`src/rtl/uart_tx_arbiter_if.sv`:
```
// Handshake bundle between byte-stream requesters, the arbiter and the UART transmitter.
// master: arbiter side; slave: requester/transmitter environment side.
interface uart_tx_arbiter_if #(
  parameter int unsigned NUM_REQ   = 4,
  parameter int unsigned DATA_BITS = 8
);
  logic [NUM_REQ-1:0]           req_valid;
  logic [NUM_REQ*DATA_BITS-1:0] req_data;
  logic [NUM_REQ-1:0]           req_last;
  logic [NUM_REQ-1:0]           req_ready;
  logic                         tx_valid;
  logic [DATA_BITS-1:0]         tx_data;
  logic                         tx_ready;
  logic [NUM_REQ-1:0]           grant;
  logic                         busy;
  logic                         timeout_err;

  modport master (
    input  req_valid, req_data, req_last, tx_ready,
    output req_ready, tx_valid, tx_data, grant, busy, timeout_err
  );

  modport slave (
    output req_valid, req_data, req_last, tx_ready,
    input  req_ready, tx_valid, tx_data, grant, busy, timeout_err
  );
endinterface

```
`src/rtl/uart_tx_arbiter.sv`:
```
// Round-robin frame arbiter sharing one UART TX among NUM_REQ byte streams, with stall timeout.
// Define UART_TX_ARBITER_HEADER_EN to prefix every granted frame with a requester-id header byte.
module uart_tx_arbiter #(
  parameter int unsigned NUM_REQ      = 4,
  parameter int unsigned DATA_BITS    = 8,
  parameter int unsigned TIMEOUT_CLKS = 100000
) (
  input logic               clk,
  input logic               n_reset,
  uart_tx_arbiter_if.master bus
);
  localparam int unsigned PtrW = $clog2(NUM_REQ);
  localparam int unsigned CntW = (TIMEOUT_CLKS == 0) ? 1 : $clog2(TIMEOUT_CLKS + 1);
  localparam logic [CntW-1:0] CntLast = (TIMEOUT_CLKS == 0) ? '0 : CntW'(TIMEOUT_CLKS - 1);
  localparam logic [CntW-1:0] CntMax  = '1;
  localparam logic [PtrW-1:0] PtrLast = PtrW'(NUM_REQ - 1);

  localparam logic [1:0] StIdle   = 2'd0;
  localparam logic [1:0] StPass   = 2'd2;
`ifdef UART_TX_ARBITER_HEADER_EN
  localparam logic [1:0] StHeader = 2'd1;
`endif

  logic [1:0]           state_q, state_d;
  logic [PtrW-1:0]      gnt_idx_q, gnt_idx_d;
  logic [PtrW-1:0]      rr_ptr_q, rr_ptr_d;
  logic [CntW-1:0]      cnt_q, cnt_d;
  logic                 tmo_q, tmo_d;
  logic [PtrW-1:0]      sel_idx, gnt_next;
  logic [PtrW:0]        cand;
  logic                 sel_found;
  logic                 g_valid, g_last, xfer;
  logic [DATA_BITS-1:0] g_data;

  // First requester at or after rr_ptr, wrapping.
  always_comb begin
    sel_found = 1'b0;
    sel_idx   = '0;
    cand      = '0;
    for (int unsigned i = 0; i < NUM_REQ; i++) begin
      cand = {1'b0, rr_ptr_q} + (PtrW+1)'(i);
      if (cand >= (PtrW+1)'(NUM_REQ)) cand = cand - (PtrW+1)'(NUM_REQ);
      if (!sel_found && bus.req_valid[cand[PtrW-1:0]]) begin
        sel_found = 1'b1;
        sel_idx   = cand[PtrW-1:0];
      end
    end
  end

  assign g_valid  = bus.req_valid[gnt_idx_q];
  assign g_last   = bus.req_last[gnt_idx_q];
  assign g_data   = bus.req_data[gnt_idx_q*DATA_BITS +: DATA_BITS];
  assign gnt_next = (gnt_idx_q == PtrLast) ? '0 : gnt_idx_q + 1'b1;

  always_comb begin
    bus.tx_valid  = 1'b0;
    bus.tx_data   = '0;
    bus.req_ready = '0;
    case (state_q)
      StPass: begin
        bus.tx_valid             = g_valid;
        bus.tx_data              = g_data;
        bus.req_ready[gnt_idx_q] = bus.tx_ready;
      end
`ifdef UART_TX_ARBITER_HEADER_EN
      // Upper half all ones, requester index zero-extended into the lower half (0xF2 for id 2).
      StHeader: begin
        bus.tx_valid = 1'b1;
        bus.tx_data  = {{(DATA_BITS - DATA_BITS/2){1'b1}}, (DATA_BITS/2)'(gnt_idx_q)};
      end
`endif
      default: ;
    endcase
  end

  assign xfer            = bus.tx_valid && bus.tx_ready;
  assign bus.grant       = (state_q == StIdle) ? '0 : (NUM_REQ'(1) << gnt_idx_q);
  assign bus.busy        = (state_q != StIdle);
  assign bus.timeout_err = tmo_q;

  always_comb begin
    state_d   = state_q;
    gnt_idx_d = gnt_idx_q;
    rr_ptr_d  = rr_ptr_q;
    cnt_d     = cnt_q;
    tmo_d     = 1'b0;
    case (state_q)
      StIdle: begin
        cnt_d = '0;
        if (sel_found) begin
          gnt_idx_d = sel_idx;
`ifdef UART_TX_ARBITER_HEADER_EN
          state_d   = StHeader;
`else
          state_d   = StPass;
`endif
        end
      end
`ifdef UART_TX_ARBITER_HEADER_EN
      StHeader: begin
        if (xfer) begin
          state_d = StPass;
          cnt_d   = '0;
        end
      end
`endif
      StPass: begin
        if (xfer) begin
          cnt_d = '0;
          if (g_last) begin
            state_d  = StIdle;
            rr_ptr_d = gnt_next;
          end
        end else if (TIMEOUT_CLKS != 0 && !g_valid) begin
          // Only requester silence counts; downstream backpressure holds the count.
          if (cnt_q == CntLast) begin
            tmo_d    = 1'b1;
            state_d  = StIdle;
            rr_ptr_d = gnt_next;
            cnt_d    = '0;
          end else if (cnt_q != CntMax) begin
            cnt_d = cnt_q + 1'b1;
          end
        end
      end
      default: state_d = StIdle;
    endcase
  end

  always_ff @(posedge clk or negedge n_reset) begin
    if (!n_reset) begin
      state_q   <= StIdle;
      gnt_idx_q <= '0;
      rr_ptr_q  <= '0;
      cnt_q     <= '0;
      tmo_q     <= 1'b0;
    end else begin
      state_q   <= state_d;
      gnt_idx_q <= gnt_idx_d;
      rr_ptr_q  <= rr_ptr_d;
      cnt_q     <= cnt_d;
      tmo_q     <= tmo_d;
    end
  end
endmodule

```
`src/flat_wrapper.sv`:
```
// flat-port wrapper written by rule: the top's interface ports become plain ports
module uart_tx_arbiter_flat 
#(
  parameter int unsigned NUM_REQ      = 4,
  parameter int unsigned DATA_BITS    = 8,
  parameter int unsigned TIMEOUT_CLKS = 100000
)
  (clk, n_reset, bus_req_valid, bus_req_data, bus_req_last, bus_tx_ready, bus_req_ready, bus_tx_valid, bus_tx_data, bus_grant, bus_busy, bus_timeout_err);
  uart_tx_arbiter_if #(.NUM_REQ(NUM_REQ), .DATA_BITS(DATA_BITS)) bus_i ();
  input logic clk;
  input logic n_reset;
  input wire logic [$bits(bus_i.req_valid)-1:0] bus_req_valid;
  input wire logic [$bits(bus_i.req_data)-1:0] bus_req_data;
  input wire logic [$bits(bus_i.req_last)-1:0] bus_req_last;
  input wire logic [$bits(bus_i.tx_ready)-1:0] bus_tx_ready;
  output wire logic [$bits(bus_i.req_ready)-1:0] bus_req_ready;
  output wire logic [$bits(bus_i.tx_valid)-1:0] bus_tx_valid;
  output wire logic [$bits(bus_i.tx_data)-1:0] bus_tx_data;
  output wire logic [$bits(bus_i.grant)-1:0] bus_grant;
  output wire logic [$bits(bus_i.busy)-1:0] bus_busy;
  output wire logic [$bits(bus_i.timeout_err)-1:0] bus_timeout_err;
  assign bus_i.req_valid = bus_req_valid;
  assign bus_i.req_data = bus_req_data;
  assign bus_i.req_last = bus_req_last;
  assign bus_i.tx_ready = bus_tx_ready;
  assign bus_req_ready = bus_i.req_ready;
  assign bus_tx_valid = bus_i.tx_valid;
  assign bus_tx_data = bus_i.tx_data;
  assign bus_grant = bus_i.grant;
  assign bus_busy = bus_i.busy;
  assign bus_timeout_err = bus_i.timeout_err;
  uart_tx_arbiter #(.NUM_REQ(NUM_REQ), .DATA_BITS(DATA_BITS), .TIMEOUT_CLKS(TIMEOUT_CLKS)) u_core (.clk(clk), .n_reset(n_reset), .bus(bus_i));
endmodule
```
`config.mk`:
```
export PLATFORM = sky130hd
export DESIGN_NAME = uart_tx_arbiter_flat
export DESIGN_NICKNAME = d
export VERILOG_FILES = /design/src/rtl/uart_tx_arbiter_if.sv /design/src/rtl/uart_tx_arbiter.sv /design/src/flat_wrapper.sv
export SDC_FILE = /design/constraint.sdc
export NUM_CORES = 1
export LEC_CHECK = 0
export CAP_MARGIN = 20
export CORE_ASPECT_RATIO = 0.75
export CORE_MARGIN = 3
export CORE_UTILIZATION = 49
export DETAILED_ROUTE_END_ITERATION = 16
export GPL_TIMING_DRIVEN = 0
export PLACE_DENSITY_LB_ADDON = 0.25
export SYNTH_ARGS = -nofsm -noshare
export SYNTH_HDL_FRONTEND = slang
export SYNTH_SLANG_ARGS = --single-unit
```
`constraint.sdc`:
```
create_clock -name clk -period 6.5 [get_ports clk]
set_input_delay 0.975 -clock clk [delete_from_list [all_inputs] [get_ports clk]]
set_output_delay 0.975 -clock clk [all_outputs]
set_load 0.05 [all_outputs]
```
# After elaboration in Yosys (flattened, before gate mapping)
# Index checks and enable logic that the tools add are counted.
[op_classes]
shifts = 2
addsub = 9
n_lt_le_gt_ge = 10
muxes = 50
n_reduce_logical = 16
bitwise = 1
n_eq_ne = 11
[ops]
columns = ["operator", "count"]
rows = [
  ["$mux 17", 4],
  ["$mux 2", 18],
  ["$pmux 17 s2", 1],
  ["$shiftx 32x6->8", 1],
  ["$add 17x1->17 const B", 1],
  ["$eq 17x17->1 const B", 1],
  ["$ne 17x17->1 const B", 1],
  ["$mux 1", 16],
  ["$lt 2x3->1 const B", 5],
  ["$bmux 1 s2", 6],
  ["$ge 3x3->1 const B", 3],
  ["$mux 4", 2],
  ["$mux 8", 1],
  ["$reduce_and 4->1", 2],
  ["$sub 2x1->2 const B", 4],
  ["$add 2x2->3 const B", 2],
  ["$reduce_bool 2->1", 3],
  ["$logic_and 1x1->1", 5],
  ["$and 4x4->4", 1],
  ["$eq 2x2->1 const B", 2],
  ["$ne 2x1->1 const B", 2],
  ["$ne 4x1->1 const B", 1],
  ["$pmux 2 s2", 1],
  ["$shl 1x2->4 const A", 1],
  ["13 further kinds", 15],
]
[totals]
word_cells = 104
regBits = 24
input_bits = 43
output_inout_bits = 19

# Longest topological paths before layout
[depth]
word_depth = 16
mapped_depth = 10
depth_no_buf = 9

# Least setup slack after synthesis
# OpenSTA, ideal clock, no wires.
[synth_path]
kind = "input-to-output"
from = "input port bus_req_valid[1]"
to = "output port bus_tx_valid"
slack_ns = 3.533
arrival_ns = 1.992
n_path_buf = 0
path_stages = 3
required_time_ns = 5.525
path_cell_list = "mux4_2 -> inv_1 -> nor2_1"
[synth_between]
elab_chain_len = 3
[synth_lines]
columns = ["item", "line_no", "text"]
rows = [
  ["start, declared", "flat_wrapper.sv:12", "input wire logic [$bits(bus_i.req_valid)-1:0] bus_req_valid;"],
  ["$bmux 1 s2", "uart_tx_arbiter.sv:50", "assign g_valid = bus.req_valid[gnt_idx_q];"],
  ["$mux 1 (not written as such)", "uart_tx_arbiter.sv:50", ""],
  ["$mux 1", "uart_tx_arbiter.sv:59", "case (state_q)"],
  ["end, declared", "flat_wrapper.sv:17", "output wire logic [$bits(bus_i.tx_valid)-1:0] bus_tx_valid;"],
]
# Every way passes these cells. The select of a mux whose other input is x is not followed.

# Final worst setup path
# Same ends and word-level chain as after synthesis.

==> run_results.csv <==
group,metric,value,unit
drt,route.met3.wl,264,um
critical_path,r2r_end,"u_core.cnt_q[2]",
timing,hold_violations,0,
drt,via_per_inst,5.613,
drt,wl_per_cell,15.95,um
logic_synthesis,syn_area,0.001817,mm2
floorplan,initial_utilization,0.5307,
critical_path,endpoint_kind,"primary output",
critical_path,cp.buffers_inverters,3,
clock_tree,cts_max_level,1,
timing,worst_pin_slew,0.6506,ns
timing,fin_tns_setup,0,ns
hold_path,hold_class,"register to register",
drt,firstDrtPassIters,4,
final_layout,final_nets,310,
critical_path,cp_max_fo,4,
floorplan,die_area,0.004482,mm2
critical_path,critical_path_class,"input pin to primary output",
final_layout,fill_cells,267,
critical_path,startpoint_type,"input pin",
run,drv_cap,0,
final_layout,drive_above_1_share,0.1154,
timing,finalCritPeriodShare,0.5990,
critical_path,r2r_slack,3.82,ns
clock_tree,postCtsSetupBuffers,0,
timing,setup_viol,0,
status,status,"complete, no violations",
logic_synthesis,synth_top_cell_area_share,0.3168,
timing,clock_skew,0.002819,ns
clock_tree,clk_pin_slew,0.08,ns
critical_path,worstPathArrival,2.92,ns
critical_path,worstPathCellList,"clkdlybuf4s50_1, mux4_2, inv_1, nor2_1, clkdlybuf4s50_1",
logic_synthesis,yosysUniqueCellTypes,41,
clock_tree,tritoncts,"yes",
pwr,p_leak,0.001017,uW
logic_synthesis,ys_warn_count,0,
critical_path,required,5.52,ns
logic_synthesis,synth_async_sr_flop_share,1.000,
pwr,ir_drop,0.3216,mV
global_routing,antenna_found_initial,0,
clock_tree,cts-root-buf,"clkbuf_8",
logic_synthesis,avgSynthCellArea,9.365,um2
drt,highest_layer,"met4",
logic_synthesis,synth_edf_count,0,
timing,rsz0062_at_grt,"false",
final_layout,num_antenna_cells,0,
final_layout,syn_to_final_growth,40.36,%
placed_design,portBuffers,61,
drt,drtIter0Drc,119,
critical_path,crit_path_frequent_cell,"clkdlybuf4s50_1",
floorplan,die_w,76.31,um
critical_path,slowest_stage,"clkdlybuf4s50_1",
logic_synthesis,synth_top_area_cell,"dfrtp_1",
drt,drt_drc_violations_left,0,
timing,period_needed,3.893,ns
drt,ant_nets,0,
logic_synthesis,ys.flop_type,"dfrtp_1",
clock_tree,clk_path_buf_depth,2,
critical_path,rr_worst_depth,10,
hold_path,min_to,"u_core.cnt_q[15]",
clock_tree,cts.sinks,23,
clock_tree,clkLatencyLatePin,0.27,ns
pwr,power,905.4,uW
logic_synthesis,synthTopCellsByCount,"23 x dfrtp_1, 23 x nand2_1, 13 x and2_1",
critical_path,cpLargestDelayFamily,"buffers and inverters",
timing,maxSlewHeadroom,0.5622,
timing,slew_violations,0,
global_routing,grt_pass1_vias,1642,
critical_path,regToRegStartpoint,"u_core.cnt_q[6]",
hold_path,min-delay-start,"u_core.cnt_q[15]",
clock_tree,cts_made_buffers,3,
placed_design,gp_congestion,0.9041,
clock_tree,ctsResizeCount,0,
global_routing,grt_util_all_layers,0.2247,
hold_path,hold_depth,1,
floorplan,core.rowCount,18,
logic_synthesis,synthCells,194,
drt,vias,1740,
floorplan,ios,62,
final_layout,fin_cells,310,
placed_design,hpwl,3.901,mm
floorplan,fp.dieH,58.74,um
logic_synthesis,netlist_top_cells_area,"dfrtp_1 32%, mux4_2 12%, nand2_1 4.8%",
global_routing,grt_remaining_overflow,0,
critical_path,max_stage_delay,0.84,ns
final_layout,fin_util,0.7449,
timing,max_freq,0.2568,GHz
logic_synthesis,syn_nets,243,
drt,routed_wl,4.944,mm
pwr,p_per_area,355.1,mW/mm2
clock_tree,cts_hold_buffers,0,
global_routing,grt_max_degree,24,
drt,drt-met1-wl,2.208,mm
logic_synthesis,yosysSeqAreaShare,0.3168,
placed_design,place_inst,305,
floorplan,core_area,0.003423,mm2
global_routing,grt_pass1_wl,8.100,mm
drt,wl_met2,2.447,mm
logic_synthesis,yosys_register_bits,23,
cells in the final DEF, fill, tap and decap left out, types with 2 or more instances in the layout:
| master | n |
|---|---|
| mux2_2 | 3 |
| and4_1 | 3 |
| nand4_1 | 2 |
| nor4_1 | 4 |
| and2_1 | 13 |
| o21ai_0 | 8 |
| inv_1 | 6 |
| clkdlybuf4s50_1 | 61 |
| a31oi_1 | 6 |
| a221o_1 | 2 |
| dfrtp_1 | 23 |
| and3_1 | 8 |
| nand2b_1 | 4 |
| nand2_1 | 23 |
| nand3b_1 | 2 |
| a21oi_1 | 11 |
| clkbuf_1 | 6 |
| nor3_1 | 3 |
| nor4b_1 | 2 |
| nand3_1 | 10 |
| nor2_1 | 10 |
| ha_1 | 6 |
| buf_2 | 5 |
| nor4bb_1 | 3 |
| mux2i_1 | 6 |
| mux4_2 | 10 |
| clkbuf_8 | 3 |
layout make-up:
class                           count  area (um2)  area share
Inverter                            6       22.52    0.008832
Sequential cell                    23       575.6      0.2257
Multi-Input combinational cell    154        1167      0.4578
Timing Repair Buffer               62       625.6      0.2453
Clock buffer                        4       45.04     0.01766
Tap cell                           50       62.56     0.02453
Buffer                             11       51.30     0.02012
routing by layer:
layer / up-vias / track usage
met5: - / 0
met4: 0 / 0.03359
met3: 4 / 0.03823
met2: 53 / 0.3680
met1: 829 / 0.3233
li1: 854 / -
how the worst max path moves through the flow:
stage / from / to / slack, ns / depth (start not counted)
CTS: bus_req_valid[1] / bus_tx_valid / 2.64 / 5
global route: bus_req_valid[1] / bus_tx_valid / 2.56 / 5
detailed placement: bus_req_valid[1] / bus_tx_valid / 2.64 / 5
global placement: bus_req_valid[3] / bus_tx_valid / 2.66 / 5
floorplan: bus_req_valid[1] / bus_tx_valid / 3.53 / 3
finish: bus_req_valid[1] / bus_tx_valid / 2.61 / 5
where the power goes:
group          internal (uW)  switching, uW  total [uW]
registers                164           30.1         194
clock network           43.8           47.7        91.5
logic                    250            369         620
through the flow:
stage | hold slack, ns | instance area, um2 | setup slack [ns]
2_1_floorplan | 0.4644 | 1817 | 3.533
3_3_place_gp | 0.5038 | 2490 | 2.655
3_5_place_dp | 0.5175 | 2490 | 2.636
4_1_cts | 0.5306 | 2535 | 2.642
5_1_grt | 0.5490 | 2550 | 2.557
6_report | 0.5321 | 2550 | 2.607
flip-flops by register name (all words and copies together), names as in the netlist:
signal and cells:
u_core.bus.timeout_err 1, u_core.gnt_idx_q 2, u_core.cnt_q 17, u_core.state_q 1, u_core.rr_ptr_q 2
cell families (layout without fill, tap and decap cells):
family	after synthesis	count (layout)	share of synthesized area
DFF	23	23	0.3168
buffers and inverters	17	83	0.04063
muxes	19	19	0.1756
and+or+nand+nor	93	93	0.2927
AOI/OAI and AO/OA	36	36	0.1329
adders and majority gates	6	6	0.04132
Note: power is estimated with default switching activity, not from simulation.
